--- config.mk ---
export PLATFORM = sky130hd
export DESIGN_NAME = inst_loader_flat
export DESIGN_NICKNAME = d
export VERILOG_FILES = /design/src/rtl/inst_loader_if.sv /design/src/rtl/inst_loader.sv /design/src/flat_wrapper.sv
export SDC_FILE = /design/constraint.sdc
export NUM_CORES = 1
export LEC_CHECK = 0
export BUFFER_PORTS_ARGS = -buffer_cell sky130_fd_sc_hd__buf_2
export CAP_MARGIN = 0
export CORE_ASPECT_RATIO = 1.5
export CORE_UTILIZATION = 25
export CTS_CLUSTER_DIAMETER = 120
export DETAILED_ROUTE_END_ITERATION = 10
export PLACE_DENSITY_LB_ADDON = 0.25
export REMOVE_ABC_BUFFERS = 1
export SLEW_MARGIN = 20
export SYNTH_ARGS = -nofsm -noshare
export SYNTH_HDL_FRONTEND = slang
export SYNTH_SLANG_ARGS = --single-unit
--- constraint.sdc ---
create_clock -name Clk -period 5.1 [get_ports Clk]
set_clock_uncertainty 0.15 [all_clocks]
set_input_delay 1.02 -clock Clk [delete_from_list [all_inputs] [get_ports Clk]]
set_output_delay 1.02 -clock Clk [all_outputs]
set_load 0.1 [all_outputs]
--- src/rtl/inst_loader_if.sv ---
// Host-to-loader byte stream: valid/ready handshake carrying one program byte per transfer.
interface inst_loader_if;
  logic [7:0] In_Data;
  logic       In_Valid;
  logic       In_Ready;

  modport master (output In_Data, output In_Valid, input In_Ready);
  modport slave  (input In_Data, input In_Valid, output In_Ready);
endinterface

--- src/rtl/inst_loader.sv ---
// Program loader: receives LEN / 2L data bytes / CHK frames, writes 16-bit words
// sequentially into instruction memory and holds the processor until a frame verifies.
module inst_loader #(
  parameter int ADDR_W = 7,
  parameter int DATA_W = 16,
  parameter int DEPTH  = 128
) (
  input  logic              Clk,
  input  logic              Reset,
  input  logic              Start,
  inst_loader_if.slave      host,
  output logic              Mem_Wr,
  output logic [ADDR_W-1:0] Mem_Addr,
  output logic [DATA_W-1:0] Mem_Data,
  output logic              Proc_Hold,
  output logic              Busy,
  output logic              Done,
  output logic              Error,
  output logic [7:0]        Loaded
);

  typedef enum logic [2:0] {
    S_IDLE, S_LEN, S_HI, S_LO, S_CHK, S_DONE, S_ERR
  } state_t;

  localparam logic [8:0] DEPTH_L = 9'(DEPTH);

  state_t              r_state, w_next;
  logic [7:0]          r_len, r_hi, r_acc, r_loaded;
  logic                r_wr, r_hold, r_busy, r_done, r_err;
  logic [ADDR_W-1:0]   r_addr;
  logic [DATA_W-1:0]   r_data;
  logic                w_xfer, w_start_ok, w_len_bad, w_last, w_chk_ok;

  assign host.In_Ready = (r_state == S_LEN) || (r_state == S_HI) ||
                         (r_state == S_LO)  || (r_state == S_CHK);
  assign w_xfer     = host.In_Valid && host.In_Ready;
  assign w_start_ok = Start && ((r_state == S_IDLE) || (r_state == S_DONE) || (r_state == S_ERR));
  assign w_len_bad  = (host.In_Data == 8'd0) || ({1'b0, host.In_Data} > DEPTH_L);
  // r_loaded still holds the pre-increment count during the LO transfer
  assign w_last     = (r_loaded + 8'd1) == r_len;
  assign w_chk_ok   = host.In_Data == r_acc;

  always_ff @(posedge Clk) begin
    if (Reset) r_state <= S_IDLE;
    else       r_state <= w_next;
  end

  always_comb begin
    w_next = r_state;
    case (r_state)
      S_IDLE, S_DONE, S_ERR: if (Start)  w_next = S_LEN;
      S_LEN: if (w_xfer) w_next = w_len_bad ? S_ERR : S_HI;
      S_HI:  if (w_xfer) w_next = S_LO;
      S_LO:  if (w_xfer) w_next = w_last ? S_CHK : S_HI;
      S_CHK: if (w_xfer) w_next = w_chk_ok ? S_DONE : S_ERR;
      default: w_next = S_IDLE;
    endcase
  end

  always_ff @(posedge Clk) begin
    if (Reset) begin
      r_len    <= '0;
      r_hi     <= '0;
      r_acc    <= '0;
      r_loaded <= '0;
      r_wr     <= 1'b0;
      r_addr   <= '0;
      r_data   <= '0;
      r_hold   <= 1'b1;
      r_busy   <= 1'b0;
      r_done   <= 1'b0;
      r_err    <= 1'b0;
    end else begin
      r_wr <= 1'b0;
      if (w_start_ok) begin
        r_hold   <= 1'b1;
        r_busy   <= 1'b1;
        r_done   <= 1'b0;
        r_err    <= 1'b0;
        r_loaded <= '0;
        r_acc    <= '0;
      end
      if (w_xfer) begin
        case (r_state)
          S_LEN: begin
            if (w_len_bad) begin
              r_err  <= 1'b1;
              r_busy <= 1'b0;
            end else begin
              r_len <= host.In_Data;
            end
          end
          S_HI: begin
            r_hi  <= host.In_Data;
            r_acc <= r_acc ^ host.In_Data;
          end
          S_LO: begin
            r_acc    <= r_acc ^ host.In_Data;
            r_wr     <= 1'b1;
            r_addr   <= r_loaded[ADDR_W-1:0];
            r_data   <= DATA_W'({r_hi, host.In_Data});
            r_loaded <= r_loaded + 8'd1;
          end
          S_CHK: begin
            r_busy <= 1'b0;
            if (w_chk_ok) begin
              r_done <= 1'b1;
              r_hold <= 1'b0;
            end else begin
              r_err <= 1'b1;
            end
          end
          default: ;
        endcase
      end
    end
  end

  assign Mem_Wr    = r_wr;
  assign Mem_Addr  = r_addr;
  assign Mem_Data  = r_data;
  assign Proc_Hold = r_hold;
  assign Busy      = r_busy;
  assign Done      = r_done;
  assign Error     = r_err;
  assign Loaded    = r_loaded;

endmodule
--- src/flat_wrapper.sv ---
// flat-port wrapper written by rule: the top's interface ports become plain ports
module inst_loader_flat 
#(
  parameter int ADDR_W = 7,
  parameter int DATA_W = 16,
  parameter int DEPTH  = 128
)
  (Clk, Reset, Start, Mem_Wr, Mem_Addr, Mem_Data, Proc_Hold, Busy, Done, Error, Loaded, host_In_Data, host_In_Valid, host_In_Ready);
  inst_loader_if host_i ();
  input  logic Clk;
  input  logic Reset;
  input  logic Start;
  output logic Mem_Wr;
  output logic [ADDR_W-1:0] Mem_Addr;
  output logic [DATA_W-1:0] Mem_Data;
  output logic Proc_Hold;
  output logic Busy;
  output logic Done;
  output logic Error;
  output logic [7:0] Loaded;
  input wire logic [$bits(host_i.In_Data)-1:0] host_In_Data;
  input wire logic [$bits(host_i.In_Valid)-1:0] host_In_Valid;
  output wire logic [$bits(host_i.In_Ready)-1:0] host_In_Ready;
  assign host_i.In_Data = host_In_Data;
  assign host_i.In_Valid = host_In_Valid;
  assign host_In_Ready = host_i.In_Ready;
  inst_loader #(.ADDR_W(ADDR_W), .DATA_W(DATA_W), .DEPTH(DEPTH)) u_core (.Clk(Clk), .Reset(Reset), .Start(Start), .host(host_i), .Mem_Wr(Mem_Wr), .Mem_Addr(Mem_Addr), .Mem_Data(Mem_Data), .Proc_Hold(Proc_Hold), .Busy(Busy), .Done(Done), .Error(Error), .Loaded(Loaded));
endmodule
# Word-level counts from Yosys, hierarchy flattened
# Index checks and enable logic that the tools add are counted.
[totals] wordCells=80 register_bits=63 out_inout_bits=37 inputBits=12
[op_classes] reduce_logical=17 n_lt_le_gt_ge=1 mux=33 bitwise_logic=3 n_eq_ne=13 add_sub_neg=1
[ops] op="two-way mux 8 bit" n=6
[ops] op="two-way mux 3 bit" n=7
[ops] op="equality test 8 bit" n=2
[ops] op="two-way mux 1 bit" n=16
[ops] op="case mux 3 bit (5 select lines)" n=1
[ops] op="equality test 3 bit (second input constant)" n=3
[ops] op="adder 8 x 1 -> 8 bit (second input constant)" n=1
[ops] op="greater-than comparator 8 bit (second input constant)" n=1
[ops] op="logical NOT 8 bit" n=1
[ops] op="inequality test 2 x 1 -> 1 bit (second input constant)" n=4
[ops] op="XOR 8 bit" n=1
[ops] op="equality test 3 x 2 -> 1 bit (second input constant)" n=2
[ops] op="logical OR 1 bit" n=6
[ops] op="AND reduction 5 bit" n=1
[ops] op="case mux 1 bit (2 select lines)" n=2
[ops] op="AND reduction 2 bit" n=2
[ops] op="OR reduction 2 bit" n=2
[ops] op="equality test 3 x 1 -> 1 bit (second input constant)" n=1
[ops] op="logical NOT 3 bit" n=1
[ops] op="AND reduction 3 bit" n=1
[ops] op="OR reduction 3 bit" n=1
[ops] op="logical AND 1 bit" n=2
[ops] op="two-way mux 2 bit" n=1
[ops] op="inequality test 2 bit (second input constant)" n=1
[ops] op="inverter 1 bit" n=2

# Logic depth before layout (Yosys ltp)
# Gate-level depths: netlist (run 1).
[logic_depth] depth_word=8 depth_mapped=7 ltp_nobuf=6

# Worst setup path after synthesis (run 1)
# Ideal clock, no wire load.
[synth_timing] kind="flip-flop to output port" start="reg u_core.r_state[1]" end="out host_In_Ready" path_stages_with_launch=4 arrival_time_ns=2.146 slack_ns=1.784 path_buffers=1 required_ns=3.930 cell_sequence="dfxtp_1 buf_2 nor2_1 xnor2_1"
[synth_via] elab_chain_cells=4 elab_cells_between_ends=7
[synth_rtl] element="start, declared" line="inst_loader.sv:28" source="state_t r_state, w_next;"
[synth_rtl] element="start signal, assigned" line="inst_loader.sv:46" source="else r_state <= w_next;"
[synth_rtl] element="equality test 3 x 1 -> 1 bit / equality test 3 x 2 -> 1 bit (equally long branches)" line="inst_loader.sv:35" source="assign host.In_Ready = (r_state == S_LEN) || (r_state == S_HI) ||"
[synth_rtl] element="logical OR 1 bit (2 in a row)" line="inst_loader.sv:35"
[synth_rtl] element="logical OR 1 bit (*)" line="inst_loader.sv:36" source="(r_state == S_LO) || (r_state == S_CHK);"
[synth_rtl] element="end, declared" line="flat_wrapper.sv:23" source="output wire logic [$bits(host_i.In_Ready)-1:0] host_In_Ready;"
# Every way passes the cells marked *; elsewhere a longest branch is shown, timed or not.

# Worst setup path after layout (run 1)
[layout_timing] start="reg u_core.r_state[0]" end="out host_In_Ready"
# Same word-level chain as after synthesis.

==> flow_metrics.env, run 1 <==
export IMPL_synth_cell_types=44
export IMPL_grt_max_degree=46
export IMPL_p_switching_w=0.000326
export IMPL_synth_edf_count=0
export IMPL_drt_initial_drc_count=52
export IMPL_gr_total_overflow=0
export IMPL_crit_type="reg2out"
export IMPL_dieArea_mm2=0.0121
export IMPL_switching_share_pct=26.3
export IMPL_worstHoldStart="u_core.Error"
export IMPL_maxCapViolCount=0
export IMPL_wl_per_cell_um=13.6
export IMPL_clock_sink_count=63
export IMPL_fin_nets=411
export IMPL_register_area_mm2=0.00126
export IMPL_slew_violations=0
export IMPL_setup_viol=0
export IMPL_worstMarginPinSlew_ns=0.610
export IMPL_place_inst=534
export IMPL_track_usage_pct=13.1
export IMPL_ctsResizeCount=0
export IMPL_cp_max_fo=18
export IMPL_viasPerCell=4.78
export IMPL_path_clk_slew_ns=0.05
export IMPL_fin_tns_setup_ns=0
export IMPL_insertion_delay_ns=0.33
export IMPL_finalWirelength_um=7500
export IMPL_synth_area_per_cell_um2=8.01
export IMPL_fin_crit_sh_pct=59.3
export IMPL_reg2reg_from="u_core.r_state[0]"
export IMPL_finalHoldViolCount=0
export IMPL_synth_seq_cells=63
export IMPL_ys_async_sr_fraction_pct=0
export IMPL_die_width_um=90.1
export IMPL_antenna_found_initial=0
export IMPL_fmax_mhz=331
export IMPL_drive_above_1_share_pct=18.1
export IMPL_timing_final_ws_setup_ns=2.08
export IMPL_num_rows=47
export IMPL_drc_errors=0
export IMPL_ys_warnings_count=0
export IMPL_grt_pass1_wl_um=12300
export IMPL_p_per_area_mw_per_mm2=351
export IMPL_cp_required_ns=3.93
export IMPL_grt_pass1_vias=2455
export IMPL_critPathCaptureType="output pin"
export IMPL_startpoint="u_core.r_state[0]"
export IMPL_power_leakage_nw=1.37
export IMPL_layoutNonFillerInstCount=550
export IMPL_synth_cells=363
export IMPL_die_h_um=134
export IMPL_vias=2630
export IMPL_max_slew_margin_pct=59.3
export IMPL_nFillCells=1220
export IMPL_clkPwrFrac_pct=48.1
export IMPL_io_buffers=48
export IMPL_dp_slack_ns=2.16
export IMPL_cts_setup_buffers=0
export IMPL_cts_tree="built"
export IMPL_rsz0062_at_grt="false"
export IMPL_r2r_cells=5
export IMPL_irDropWorstVdd_mv=0.171
export IMPL_top_level_ports=49
export IMPL_pwr_share_comb_pct=10.2
export IMPL_hold_path_depth=2
export IMPL_start_util_pct=26.0
export IMPL_fp_coreArea_mm2=0.0112
export IMPL_ys_seq_area_share_pct=43.4
export IMPL_area_growth_pct=21.3
export IMPL_syn_area_mm2=0.00291
export IMPL_ctsHtreeMaxLevel=3
export IMPL_cts_hold_buffers=0
export IMPL_gp_congestion=0.757
export IMPL_cts_root_buf="clkbuf_16"
export IMPL_multi_input_area_mm2=0.00152
export IMPL_status="finished clean"
export IMPL_p_int_w=0.000913
export IMPL_hp_class="reg2reg"
export IMPL_utilization_pct=31.6
export IMPL_dpl_hpwl_um=5370
export IMPL_cp_arrival_ns=1.85
export IMPL_cts_buffers=9
export IMPL_start_kind="register"
export IMPL_synthFlopType="dfxtp_1"
export IMPL_cts_max_path_buffers=2
export IMPL_antenna_left=0
export IMPL_layout_min_cycle_time_ns=3.02
export IMPL_n_antenna_cell=0
export IMPL_power_share_sequential_pct=41.7
export IMPL_dr_pass1_iters=4
[cells in the mapped netlist, types with 3 or more instances]
cell type   n  area [µm²]
nand2_1    62         233
a21oi_1    58         290
xor2_1      5        43.8
and2_1      3        18.8
o21ai_0    26         130
or3_1       3        18.8
xnor2_1    14         123
mux2i_1     8        80.1
o21a_1      4        30.0
nor2_1     29         109
nor2b_1     3        18.8
nand3_1     7        35.0
clkbuf_1   18        67.6
inv_1       3        11.3
nand4_1     3        18.8
nor3_1      4        20.0
dfxtp_1    63        1260
buf_2       7        35.0
nand3b_1    9        67.6
[cell usage in the layout, fill, tap and decap left out, drive strengths merged, types with 4 or more instances in the layout]
cell type  instances
o21a               4
nand3b             9
xnor2             14
buf               51
mux2i              8
nand3              7
o21ai             28
nand4              4
clkinv             4
nor2              29
xor2               5
nor3               4
or3                4
dfxtp             63
nand2             62
a21oi             58
clkbuf            10
[sequential cells by signal, indices dropped and copies added, names as in the netlist]
name	cells
u_core.r_acc	8
u_core.r_len	8
u_core.Mem_Wr	1
u_core.Busy	1
u_core.Mem_Data	16
u_core.Loaded	8
u_core.Done	1
u_core.Proc_Hold	1
u_core.r_state	3
u_core.Mem_Addr	7
u_core.Error	1
u_core.r_hi	8
[path summary, 6_finish.rpt]
check / endpoint / slack, ns
hold reg to reg: u_core.Error / 0.30
setup reg to reg: u_core.Loaded[6] / 2.17
setup / recovery: host_In_Ready / 2.08
hold / removal: u_core.Error / 0.30
[through the flow]
stage / cell area (µm²) / total power (W) / hold WS (ns)
floorplan: 2790 / 0.000610 / 0.272
global placement: 3240 / 0.000654 / 0.292
detailed placement: 3240 / 0.000655 / 0.294
CTS: 3530 / 0.00126 / 0.303
global route: 3530 / 0.00129 / 0.315
finish: 3530 / 0.00124 / 0.299
[routing by layer]
metal	up-vias	GRT usage [%]	part of all wire [%]
met3	14	4.14	3.8
met5	-	0	0
met4	0	7.62	3.4
met1	1242	14.1	42
li1	1326	-	-
met2	48	22.5	51
[power by group through the flow]
stage	clock network [W]	logic [W]	registers, W
after floorplan	0	0.0000682	0.000541
after global placement	0	0.000128	0.000526
after detailed placement	0	0.000128	0.000527
after CTS	0.000613	0.000128	0.000516
after global routing	0.000631	0.000138	0.000518
final	0.000597	0.000127	0.000516
[cell type report]
class	instances	area share, %
inverter	3	0.319
multi-input combinational	270	43.0
timing repair buffer	51	7.45
clock buffer	10	6.49
sequential	63	35.8
clock inverter	6	1.74
tap	147	5.21
[worst max-delay path, stage by stage (launching register included)]
cell and delay [ns]:
dfxtp_1 0.69, nor2_1 0.20, xnor2_1 0.17, buf_2 0.45
[kinds of logic (layout without fill, tap and decap cells)]
kind of cell | count (synthesis) | after routing | synth area share, %
simple gates | 139 | 139 | 23.5
buf+inv | 30 | 70 | 4.43
mux | 10 | 10 | 3.53
flops | 63 | 63 | 43.4
fa+ha+maj | 1 | 1 | 0.430
compound gates | 101 | 101 | 19.0
xor+xnor | 19 | 19 | 5.72
(Power assumes the default switching activity.)
==> run 2: changes to the inputs <==
clock period = 2.7 ns   (was 5.1 ns; I/O delays follow)
==> run 2 against run 1 <==
Sequential share of layout area is 1.4 points lower. Core utilization is 1.3 points higher. Combinational power is 110% higher. Largest cell class unchanged. Routed wire length is 4.2% higher. Power is 100% higher. Clock-buffer cell count is 1 lower. Hold slack better by 0.0016 ns. Non-clock buffer count is 14 higher. Final cell count is 2.5% higher. Setup slack worse by 1.7 ns. Critical path type unchanged. Register-to-register slack worse by 1.5 ns. Via count is 0.72% higher.
==> flow_metrics.env, run 2 (synthesis results as in run 1) <==
export IMPL_status="finished clean"
export IMPL_finalHoldViolCount=0
export IMPL_worstMarginPinSlew_ns=0.732
export IMPL_clock_sink_count=63
export IMPL_cts_max_path_buffers=2
export IMPL_antenna_found_initial=0
export IMPL_irDropWorstVdd_mv=0.388
export IMPL_start_util_pct=26.0
export IMPL_cts_root_buf="clkbuf_16"
export IMPL_final_common_cell="dfxtp_1"
export IMPL_crit_type="reg2out"
export IMPL_insertion_delay_ns=0.33
export IMPL_worstHoldStart="u_core.Mem_Addr[6]"
export IMPL_dr_pass1_iters=4
export IMPL_n_antenna_cell=0
export IMPL_cp_required_ns=2.01
export IMPL_drive_above_1_share_pct=21.1
export IMPL_cts_buffers=9
export IMPL_cp_arrival_ns=1.65
export IMPL_fin_crit_sh_pct=86.7
export IMPL_top_level_ports=49
export IMPL_slew_violations=0
export IMPL_path_clk_slew_ns=0.06
export IMPL_max_slew_margin_pct=51.2
export IMPL_r2r_end="u_core.r_state[2]"
export IMPL_ctsResizeCount=0
export IMPL_maxCapViolCount=0
export IMPL_fin_nets=425
export IMPL_reg2reg_from="u_core.Loaded[3]"
export IMPL_dpl_hpwl_um=5590
export IMPL_layout_common_cells="63 x dfxtp_1, 62 x nand2_1, 58 x a21oi_1, 48 x buf_2, 29 x nor2_1"
export IMPL_wl_per_cell_um=13.9
export IMPL_area_growth_pct=26.2
export IMPL_track_usage_pct=13.6
export IMPL_drc_errors=0
export IMPL_antenna_left=0
export IMPL_die_width_um=90.1
export IMPL_dp_slack_ns=0.301
export IMPL_num_rows=47
export IMPL_cts_setup_buffers=0
export IMPL_gp_congestion=0.754
export IMPL_gr_total_overflow=0
export IMPL_hp_class="reg2reg"
export IMPL_start_kind="register"
export IMPL_ctsHtreeMaxLevel=3
export IMPL_r2r_slack_ns=0.62
export IMPL_r2r_cells=5
export IMPL_io_buffers=48
export IMPL_hold_end="u_core.Mem_Addr[6]"
export IMPL_p_per_area_mw_per_mm2=687
export IMPL_finalPower_w=0.00252
export IMPL_die_h_um=134
export IMPL_crit_chain="nor2_1 > xnor2_1 > buf_2"
export IMPL_fmax_mhz=427
export IMPL_grt_pass1_wl_um=12800
export IMPL_grt_max_degree=40
export IMPL_power_leakage_nw=1.46
export IMPL_layout_min_cycle_time_ns=2.34
export IMPL_viasPerCell=4.70
export IMPL_nFillCells=1227
export IMPL_cts_hold_buffers=0
export IMPL_setup_viol=0
export IMPL_cp_slowest_cell="dfxtp_1"
export IMPL_finalWirelength_um=7810
export IMPL_cp_max_fo=11
export IMPL_drt_initial_drc_count=143
export IMPL_dieArea_mm2=0.0121
export IMPL_cts_tree="built"
export IMPL_cpPeakStageDelay_ns=0.55
export IMPL_grt_pass1_vias=2492
export IMPL_timing_final_ws_setup_ns=0.359
export IMPL_fp_coreArea_mm2=0.0112
export IMPL_vias=2649
export IMPL_hold_path_depth=2
export IMPL_rsz0062_at_grt="false"
export IMPL_largest_reg_flops=16
export IMPL_critPathCaptureType="output pin"
-- run 2: per-layer routing --
| layer | track usage (%) | wire [µm] |
|---|---|---|
| met5 | 0 | 0 |
| met4 | 6.45 | 171 |
| met3 | 3.29 | 276 |
| met2 | 23.5 | 4050 |
| met1 | 15.6 | 3320 |
-- run 2: area by class of cell --
cell class | count | area (µm²) | area share, %
multi-input combinational | 270 | 1520 | 41.4
sequential | 63 | 1260 | 34.4
timing repair buffer | 65 | 368 | 10.0
clock buffer | 9 | 225 | 6.14
tap | 147 | 184 | 5.01
clock inverter | 7 | 103 | 2.80
inverter | 3 | 11.3 | 0.307
-- run 2: metrics by stage --
step | hold slack, ns | setup TNS [ns] | utilization [%] | instance area [µm²] | instances
global placement | 0.291 | 0 | 29.9 | 3340 | 548
detailed placement | 0.294 | 0 | 29.9 | 3340 | 548
global route | 0.323 | 0 | 32.8 | 3670 | 564
floorplan | 0.272 | -0.259 | - | 2790 | 336
finish | 0.301 | 0 | 32.8 | 3670 | 564
CTS | 0.303 | 0 | 32.8 | 3670 | 564
-- run 2: worst max-delay path by stage --
stage | from | endpoint | slack (ns) | depth (start not counted)
3_3_place_gp | host_In_Data[3] | u_core.r_len[3] | 0.32 | 6
3_5_place_dp | host_In_Data[3] | u_core.r_len[6] | 0.30 | 6
5_1_grt | u_core.r_state[1] | host_In_Ready | 0.27 | 3
4_1_cts | u_core.r_state[1] | host_In_Ready | 0.34 | 3
6_report | u_core.r_state[1] | host_In_Ready | 0.36 | 3
2_1_floorplan | u_core.r_state[0] | host_In_Ready | -0.26 | 2
-- run 2: critical path: cells and delay by family, from the launching register on --
family / cells / cell delay, ns
DFF: 1 / 0.55
buffers and inverters: 1 / 0.44
and+or+nand+nor: 1 / 0.16
xor gates and xnor gates: 1 / 0.16
-- run 2: where the power goes --
part / switching, W / total [W] / internal, W
combinational: 0.000184 / 0.000265 / 0.0000809
clock: 0.000466 / 0.00129 / 0.000821
sequential: 0.0000207 / 0.000970 / 0.000949
total: 0.000671 / 0.00252 / 0.00185
